$ cat config.mk
export PLATFORM = sky130hd
export DESIGN_NAME = mem_stage_dcache_ctrl
export DESIGN_NICKNAME = d
export VERILOG_FILES = /design/src/rtl/mips_mem_pkg.sv /design/src/rtl/dcache_tag_data_array.sv /design/src/rtl/mem_stage_dcache_ctrl.sv
export SDC_FILE = /design/constraint.sdc
export NUM_CORES = 1
export LEC_CHECK = 0
export ABC_AREA = 1
export BUFFER_PORTS_ARGS = -buffer_cell sky130_fd_sc_hd__buf_4
export CAP_MARGIN = 30
export CORE_ASPECT_RATIO = 0.9
export CORE_MARGIN = 3
export CORE_UTILIZATION = 34
export DETAILED_ROUTE_END_ITERATION = 16
export PLACE_DENSITY = 0.51
export SLEW_MARGIN = 25
export SYNTH_ARGS = -nofsm -noshare
export SYNTH_HDL_FRONTEND = slang
export SYNTH_HIERARCHICAL = 1
export SYNTH_SLANG_ARGS = --single-unit
$ cat constraint.sdc
create_clock -name clock -period 6.5 [get_ports clock]
set_input_delay 0.325 -clock clock [delete_from_list [all_inputs] [get_ports clock]]
set_output_delay 0.325 -clock clock [all_outputs]
set_load 0.02 [all_outputs]
$ cat src/rtl/mips_mem_pkg.sv
// Shared types and address-slicing constants for the MEM-stage data cache.
package mips_mem_pkg;

  localparam int INDEX_BITS_DEF = 4;
  localparam int ADDR_W         = 32;
  localparam int DATA_W         = 32;
  localparam int WORD_OFF_BITS  = 2;

  typedef enum logic [1:0] {
    ST_IDLE    = 2'd0,
    ST_RD_MISS = 2'd1,
    ST_WR_THRU = 2'd2,
    ST_WR_DONE = 2'd3
  } state_e;

  function automatic int tag_width(input int index_bits);
    return ADDR_W - WORD_OFF_BITS - index_bits;
  endfunction

endpackage

$ cat src/rtl/dcache_tag_data_array.sv
// Direct-mapped line storage: combinational read, posedge write, async valid clear.
module dcache_tag_data_array
  import mips_mem_pkg::*;
#(
  parameter int INDEX_BITS = INDEX_BITS_DEF,
  parameter int TAG_W      = tag_width(INDEX_BITS_DEF)
) (
  input  logic                  clock,
  input  logic                  reset_n,
  input  logic [INDEX_BITS-1:0] rd_idx_i,
  output logic                  rd_valid_o,
  output logic [TAG_W-1:0]      rd_tag_o,
  output logic [DATA_W-1:0]     rd_data_o,
  input  logic                  wr_en_i,
  input  logic [INDEX_BITS-1:0] wr_idx_i,
  input  logic [TAG_W-1:0]      wr_tag_i,
  input  logic [DATA_W-1:0]     wr_data_i
);

  localparam int LINES = 1 << INDEX_BITS;

  logic [LINES-1:0]  valid_q;
  logic [TAG_W-1:0]  tag_q  [LINES];
  logic [DATA_W-1:0] data_q [LINES];

  always_ff @(posedge clock or negedge reset_n) begin
    if (!reset_n) begin
      valid_q <= '0;
    end else if (wr_en_i) begin
      valid_q[wr_idx_i] <= 1'b1;
    end
  end

  // Tag and data need no reset: they are only observed through a set valid bit.
  always_ff @(posedge clock) begin
    if (wr_en_i) begin
      tag_q[wr_idx_i]  <= wr_tag_i;
      data_q[wr_idx_i] <= wr_data_i;
    end
  end

  assign rd_valid_o = valid_q[rd_idx_i];
  assign rd_tag_o   = tag_q[rd_idx_i];
  assign rd_data_o  = data_q[rd_idx_i];

endmodule

$ cat src/rtl/mem_stage_dcache_ctrl.sv
// MEM-stage data-cache controller: direct-mapped, one-word lines,
// write-through, no-write-allocate, with read hit/miss statistics.
module mem_stage_dcache_ctrl
  import mips_mem_pkg::*;
#(
  parameter int INDEX_BITS = INDEX_BITS_DEF,
  parameter int CNT_WIDTH  = 16
) (
  input  logic                 clock,
  input  logic                 reset_n,
  input  logic                 MemRead,
  input  logic                 MemWrite,
  input  logic [ADDR_W-1:0]    address,
  input  logic [DATA_W-1:0]    writeData,
  output logic                 hit,
  output logic [DATA_W-1:0]    readData,
  output logic                 mem_req,
  output logic                 mem_we,
  output logic [ADDR_W-1:0]    mem_addr,
  output logic [DATA_W-1:0]    mem_wdata,
  input  logic [DATA_W-1:0]    mem_rdata,
  input  logic                 mem_ready,
  output logic [CNT_WIDTH-1:0] read_hits,
  output logic [CNT_WIDTH-1:0] read_misses
);

  localparam int TAG_W   = tag_width(INDEX_BITS);
  localparam int TAG_LSB = INDEX_BITS + WORD_OFF_BITS;

  state_e                 state_q;
  logic                   mem_req_q, mem_we_q;
  logic [ADDR_W-1:0]      mem_addr_q;
  logic [DATA_W-1:0]      mem_wdata_q;
  logic [CNT_WIDTH-1:0]   read_hits_q, read_misses_q;

  logic [INDEX_BITS-1:0]  idx;
  logic [TAG_W-1:0]       tag;
  logic                   line_valid, line_hit;
  logic [TAG_W-1:0]       line_tag;
  logic [DATA_W-1:0]      line_data;
  logic                   arr_we;
  logic [DATA_W-1:0]      arr_wdata;
  logic                   unused_addr_bits;

  assign idx              = address[TAG_LSB-1:WORD_OFF_BITS];
  assign tag              = address[ADDR_W-1:TAG_LSB];
  assign unused_addr_bits = ^address[WORD_OFF_BITS-1:0];
  assign line_hit         = line_valid && (line_tag == tag);

  // Refill on a read miss; on a store only refresh a line that already holds the tag.
  assign arr_we    = mem_ready && ((state_q == ST_RD_MISS) ||
                                   ((state_q == ST_WR_THRU) && line_hit));
  assign arr_wdata = (state_q == ST_RD_MISS) ? mem_rdata : writeData;

  dcache_tag_data_array #(
    .INDEX_BITS (INDEX_BITS),
    .TAG_W      (TAG_W)
  ) u_array (
    .clock      (clock),
    .reset_n    (reset_n),
    .rd_idx_i   (idx),
    .rd_valid_o (line_valid),
    .rd_tag_o   (line_tag),
    .rd_data_o  (line_data),
    .wr_en_i    (arr_we),
    .wr_idx_i   (idx),
    .wr_tag_i   (tag),
    .wr_data_i  (arr_wdata)
  );

  always_ff @(posedge clock or negedge reset_n) begin
    if (!reset_n) begin
      state_q       <= ST_IDLE;
      mem_req_q     <= 1'b0;
      mem_we_q      <= 1'b0;
      mem_addr_q    <= '0;
      mem_wdata_q   <= '0;
      read_hits_q   <= '0;
      read_misses_q <= '0;
    end else begin
      unique case (state_q)
        ST_IDLE: begin
          if (MemRead) begin
            if (line_hit) begin
              read_hits_q <= read_hits_q + CNT_WIDTH'(1);
            end else begin
              read_misses_q <= read_misses_q + CNT_WIDTH'(1);
              state_q       <= ST_RD_MISS;
              mem_req_q     <= 1'b1;
              mem_we_q      <= 1'b0;
              mem_addr_q    <= {address[ADDR_W-1:WORD_OFF_BITS], {WORD_OFF_BITS{1'b0}}};
            end
          end else if (MemWrite) begin
            state_q     <= ST_WR_THRU;
            mem_req_q   <= 1'b1;
            mem_we_q    <= 1'b1;
            mem_addr_q  <= {address[ADDR_W-1:WORD_OFF_BITS], {WORD_OFF_BITS{1'b0}}};
            mem_wdata_q <= writeData;
          end
        end
        ST_RD_MISS: begin
          if (mem_ready) begin
            state_q   <= ST_IDLE;
            mem_req_q <= 1'b0;
          end
        end
        ST_WR_THRU: begin
          if (mem_ready) begin
            state_q   <= ST_WR_DONE;
            mem_req_q <= 1'b0;
            mem_we_q  <= 1'b0;
          end
        end
        // One advancing cycle retires the store so it is not reissued.
        ST_WR_DONE: state_q <= ST_IDLE;
        default:    state_q <= ST_IDLE;
      endcase
    end
  end

  always_comb begin
    hit = 1'b1;
    unique case (state_q)
      ST_IDLE:                hit = MemRead ? line_hit : !MemWrite;
      ST_RD_MISS, ST_WR_THRU: hit = 1'b0;
      ST_WR_DONE:             hit = 1'b1;
      default:                hit = 1'b1;
    endcase
    if (!reset_n) hit = 1'b1;
  end

  assign readData    = ((state_q == ST_IDLE) && MemRead && line_hit) ? line_data : '0;
  assign mem_req     = mem_req_q;
  assign mem_we      = mem_we_q;
  assign mem_addr    = mem_addr_q;
  assign mem_wdata   = mem_wdata_q;
  assign read_hits   = read_hits_q;
  assign read_misses = read_misses_q;

endmodule

==> out/metrics.yaml <==
power_and_ir_drop:
  leakagePower_uw: 0.0240
  clkPwrFrac_pct: 37.6
  combinationalPowerShare_pct: 14.6
  p_sw_share_pct: 26.3
  total_power_uw: 16800
  pwr-share-seq_pct: 47.8
  p_int_uw: 12400
  power.density_nw_per_um2: 308
  irDropWorstVdd_v: 0.000197
  p_switching_uw: 4420
worst_setup_path:
  cp_cell_sequence: "buf_8 > inv_8 > buf_16 > nand3_1 > nand3_1 > nand3_1 > nand2_1 > inv_1 > nand2_1 > nand2_1 > nand2_1 > nor2_1 > nand3_1 > nor2_2 > nand2_2 > buf_4 > nor2_1 > buf_4"
  arrival_ns: 4.39
  path_buf_inv: 6
  cpMaxStageDelayCell: "nand2_2"
  critPathKind: "input pin to output pin"
  slowest_delay_ns: 0.52
  cp_top_family: "simple AND/OR/NAND/NOR gates"
  startpoint: "address[3]"
  timing.rr.start: "u_array/tag_q[15][22]$_DFFE_PP_"
  critPathMaxFanout: 90
  setup.worst_path.end_class: "output pin"
  critPathLaunchType: "input pin"
  cp.required_ns: 6.17
routing:
  ant_nets: 0
  wl_per_cell_um: 18.6
  drtIter0Drc: 2443
  firstDrtPassIters: 5
  drc: 0
  routed_wirelength_um: 128000
  routed-via-count: 31698
  via_per_inst: 4.60
logic_synthesis:
  synth-simple-area-share_pct: 21.8
  synth_mux_area_share_pct: 0
  yosys_warnings: 6
  synth_top_family_by_area: "simple AND/OR/NAND/NOR gates"
  synthAdderAreaFrac_pct: 0.190
  synth_compound_area_share_pct: 1.40
  ys_seq_area_share_pct: 66.6
  synthCells: 4689
  synth.distinct_cells: 31
  syn_area_per_cell_um2: 9.83
  synth_area_um2: 46100
  ys_seq_elements: 1042
  synth_xor_area_share_pct: 0.456
finish:
  layout_commonest_cell: "nand2_1"
  fill_cells: 12839
  drive_gt1_share_pct: 10.5
  nets: 5094
  antenna_cells: 0
  seq_area_um2: 30700
  layout_common_cells: "1517 x nand2_1, 928 x edfxtp_1, 863 x inv_1"
  fin_cells: 6886
  area_growth_pct: 18.5
  multiInputGateArea_um2: 11100
timing:
  maxSlewViolCount: 0
  worst_pin_slew_ns: 0.970
  period_share_pct: 72.5
  fmax_mhz: 212
  clock_skew_ns: 0.0219
  final.min_clock_period_ns: 4.71
  fin_setup_tns_ns: 0
  hold_violations: 0
  maxSlewHeadroom_pct: 35.3
  rsz0062_at_grt: "false"
  setup-violations-final: 0
  hold_ws_ns: 0.0598
floorplan:
  rows: 127
  die_x_um: 394
  core_area_um2: 134000
  pin_count: 232
  initial_utilization_pct: 34.4
  die-area_um2: 140000
  fp.dieH_um: 355
clock_network:
  cts.sinks: 1042
  post_cts_buffers: 0
  clockBufferDepth: 3
  insertion_delay_ns: 0.70
  htreeDepth: 3
  cts_tree: "yes"
  clk_transition_reported_paths_ns: 0.06
  cts_buffers: 113
  root_buffer: "clkbuf_16"
grt:
  met2_usage_pct: 29.4
  gr-usage-met3_pct: 2.58
  first_global_vias: 30775
  grt_use_met1_pct: 25.7
  antenna_found_initial: 7
  grt.overflow.total: 0
  grt.total_usage_pct: 18.2
  top_usage_layer: "met2"
  grt_pass1_wl_um: 194000
  grt_start_max_net_pins: 130
outcome:
  outcome: "finished, final reports clean"
min_path:
  hold_class: "input pin to register"
  min-delay-start: "address[2]"
placed_design:
  gp_congestion: 0.792
  place_inst: 6611
  hpwl_um: 69000
  numPortBuffers: 227
run:
  maxCapViolCount: 0
## metrics by stage
step | setup WS, ns | cell area, um2 | utilization, %
detailed placement | 1.23 | 50300 | 37.5
finish | 1.79 | 54600 | 40.8
CTS | 1.75 | 54600 | 40.7
global route | 1.52 | 54600 | 40.8
floorplan | 1.25 | 46100 | -
global placement | 1.19 | 50200 | 37.5
## path summary, 6_finish.rpt
path	end	slack (ns)	cells past startpoint
max reg2reg	u_array/data_q[1][8]$_DFFE_PP_	2.37	18
min reg2reg	u_array/valid_q[13]$_DFFE_PN0P_	0.46	2
min in group asynchronous	read_misses[0]$_DFFE_PN0P_	0.56	3
max	readData[9]	1.79	18
min	mem_addr[2]$_DFFE_PN0P_	0.06	3
max in group asynchronous	mem_wdata[8]$_DFFE_PN0P_	4.31	6
## layout make-up
cell class / instances / share of cell area (%)
multi-input cells: 2557 / 20.3
clock inverters: 45 / 0.696
repair buffers: 404 / 6.56
flip-flops and latches: 1042 / 56.2
inverters: 868 / 6.00
well taps: 1806 / 4.14
clock buffers: 164 / 6.03
## power groups by stage
stage,clock [uW],sequential [uW],combinational [uW]
after detailed placement,0,8180,2470
after global routing,6760,8080,2740
after global placement,0,8180,2440
after CTS,6470,8050,2510
final,6330,8050,2460
after floorplan,0,8440,1080
## logic make-up (layout without fill, tap and decap cells)
family                     Yosys count  count (layout)
AOI/OAI and AO/OA                  128             128
xor gates and xnor gates            24              24
adders and majority gates            7               7
buffers and inverters             1091            1481
DFF                               1042            1042
other                                1               2
and+or+nand+nor                   2396            2396
## sequential cells by signal (all words and copies together) (netlist names), 2 cells and up
signal,cells
u_array/data_q,512
u_array/tag_q,416
mem_wdata,32
mem_addr,30
read_hits,16
read_misses,16
u_array/valid_q,16
state_q,2
## synthesized netlist by cell type (all sizes together)
cell,count,area share (%)
buf,173,2.1
a21oi,5,0.054
a21boi,1,0.016
nand2,1518,12
nor3,10,0.11
o21ai,121,1.3
ha,7,0.19
xnor2,16,0.30
dfrtp,114,6.2
nor4,1,0.014
conb,1,0.0081
nand3b,4,0.065
clkbuf,50,0.41
xor2,8,0.15
nor2,101,0.88
edfxtp,928,60
or2,1,0.014
o21bai,1,0.016
nor3b,1,0.016
inv,868,7.1
nand3,745,8.1
nand4,15,0.20
## worst min-delay path, stage by stage
cell     delay, ns
buf_8         0.20
o21ai_0       0.12
nand2_1       0.06
## per-layer routing
| layer | wire, um | vias up | part of all wire, % |
|---|---|---|---|
| met3 | 6190 | 177 | 4.8 |
| met2 | 59000 | 731 | 46 |
| met4 | 3020 | 2 | 2.4 |
| met5 | 13 | - | 0.010 |
| li1 | - | 15585 | - |
| met1 | 60100 | 15203 | 47 |
## what timing repair did
item | 4_1_cts | 5_1_grt
gates resized for setup | 0 | 0
hold buffers | 64 | 0
hold endpoints to repair | 480 | 0
No activity file was read; power rests on OpenSTA's default activity.
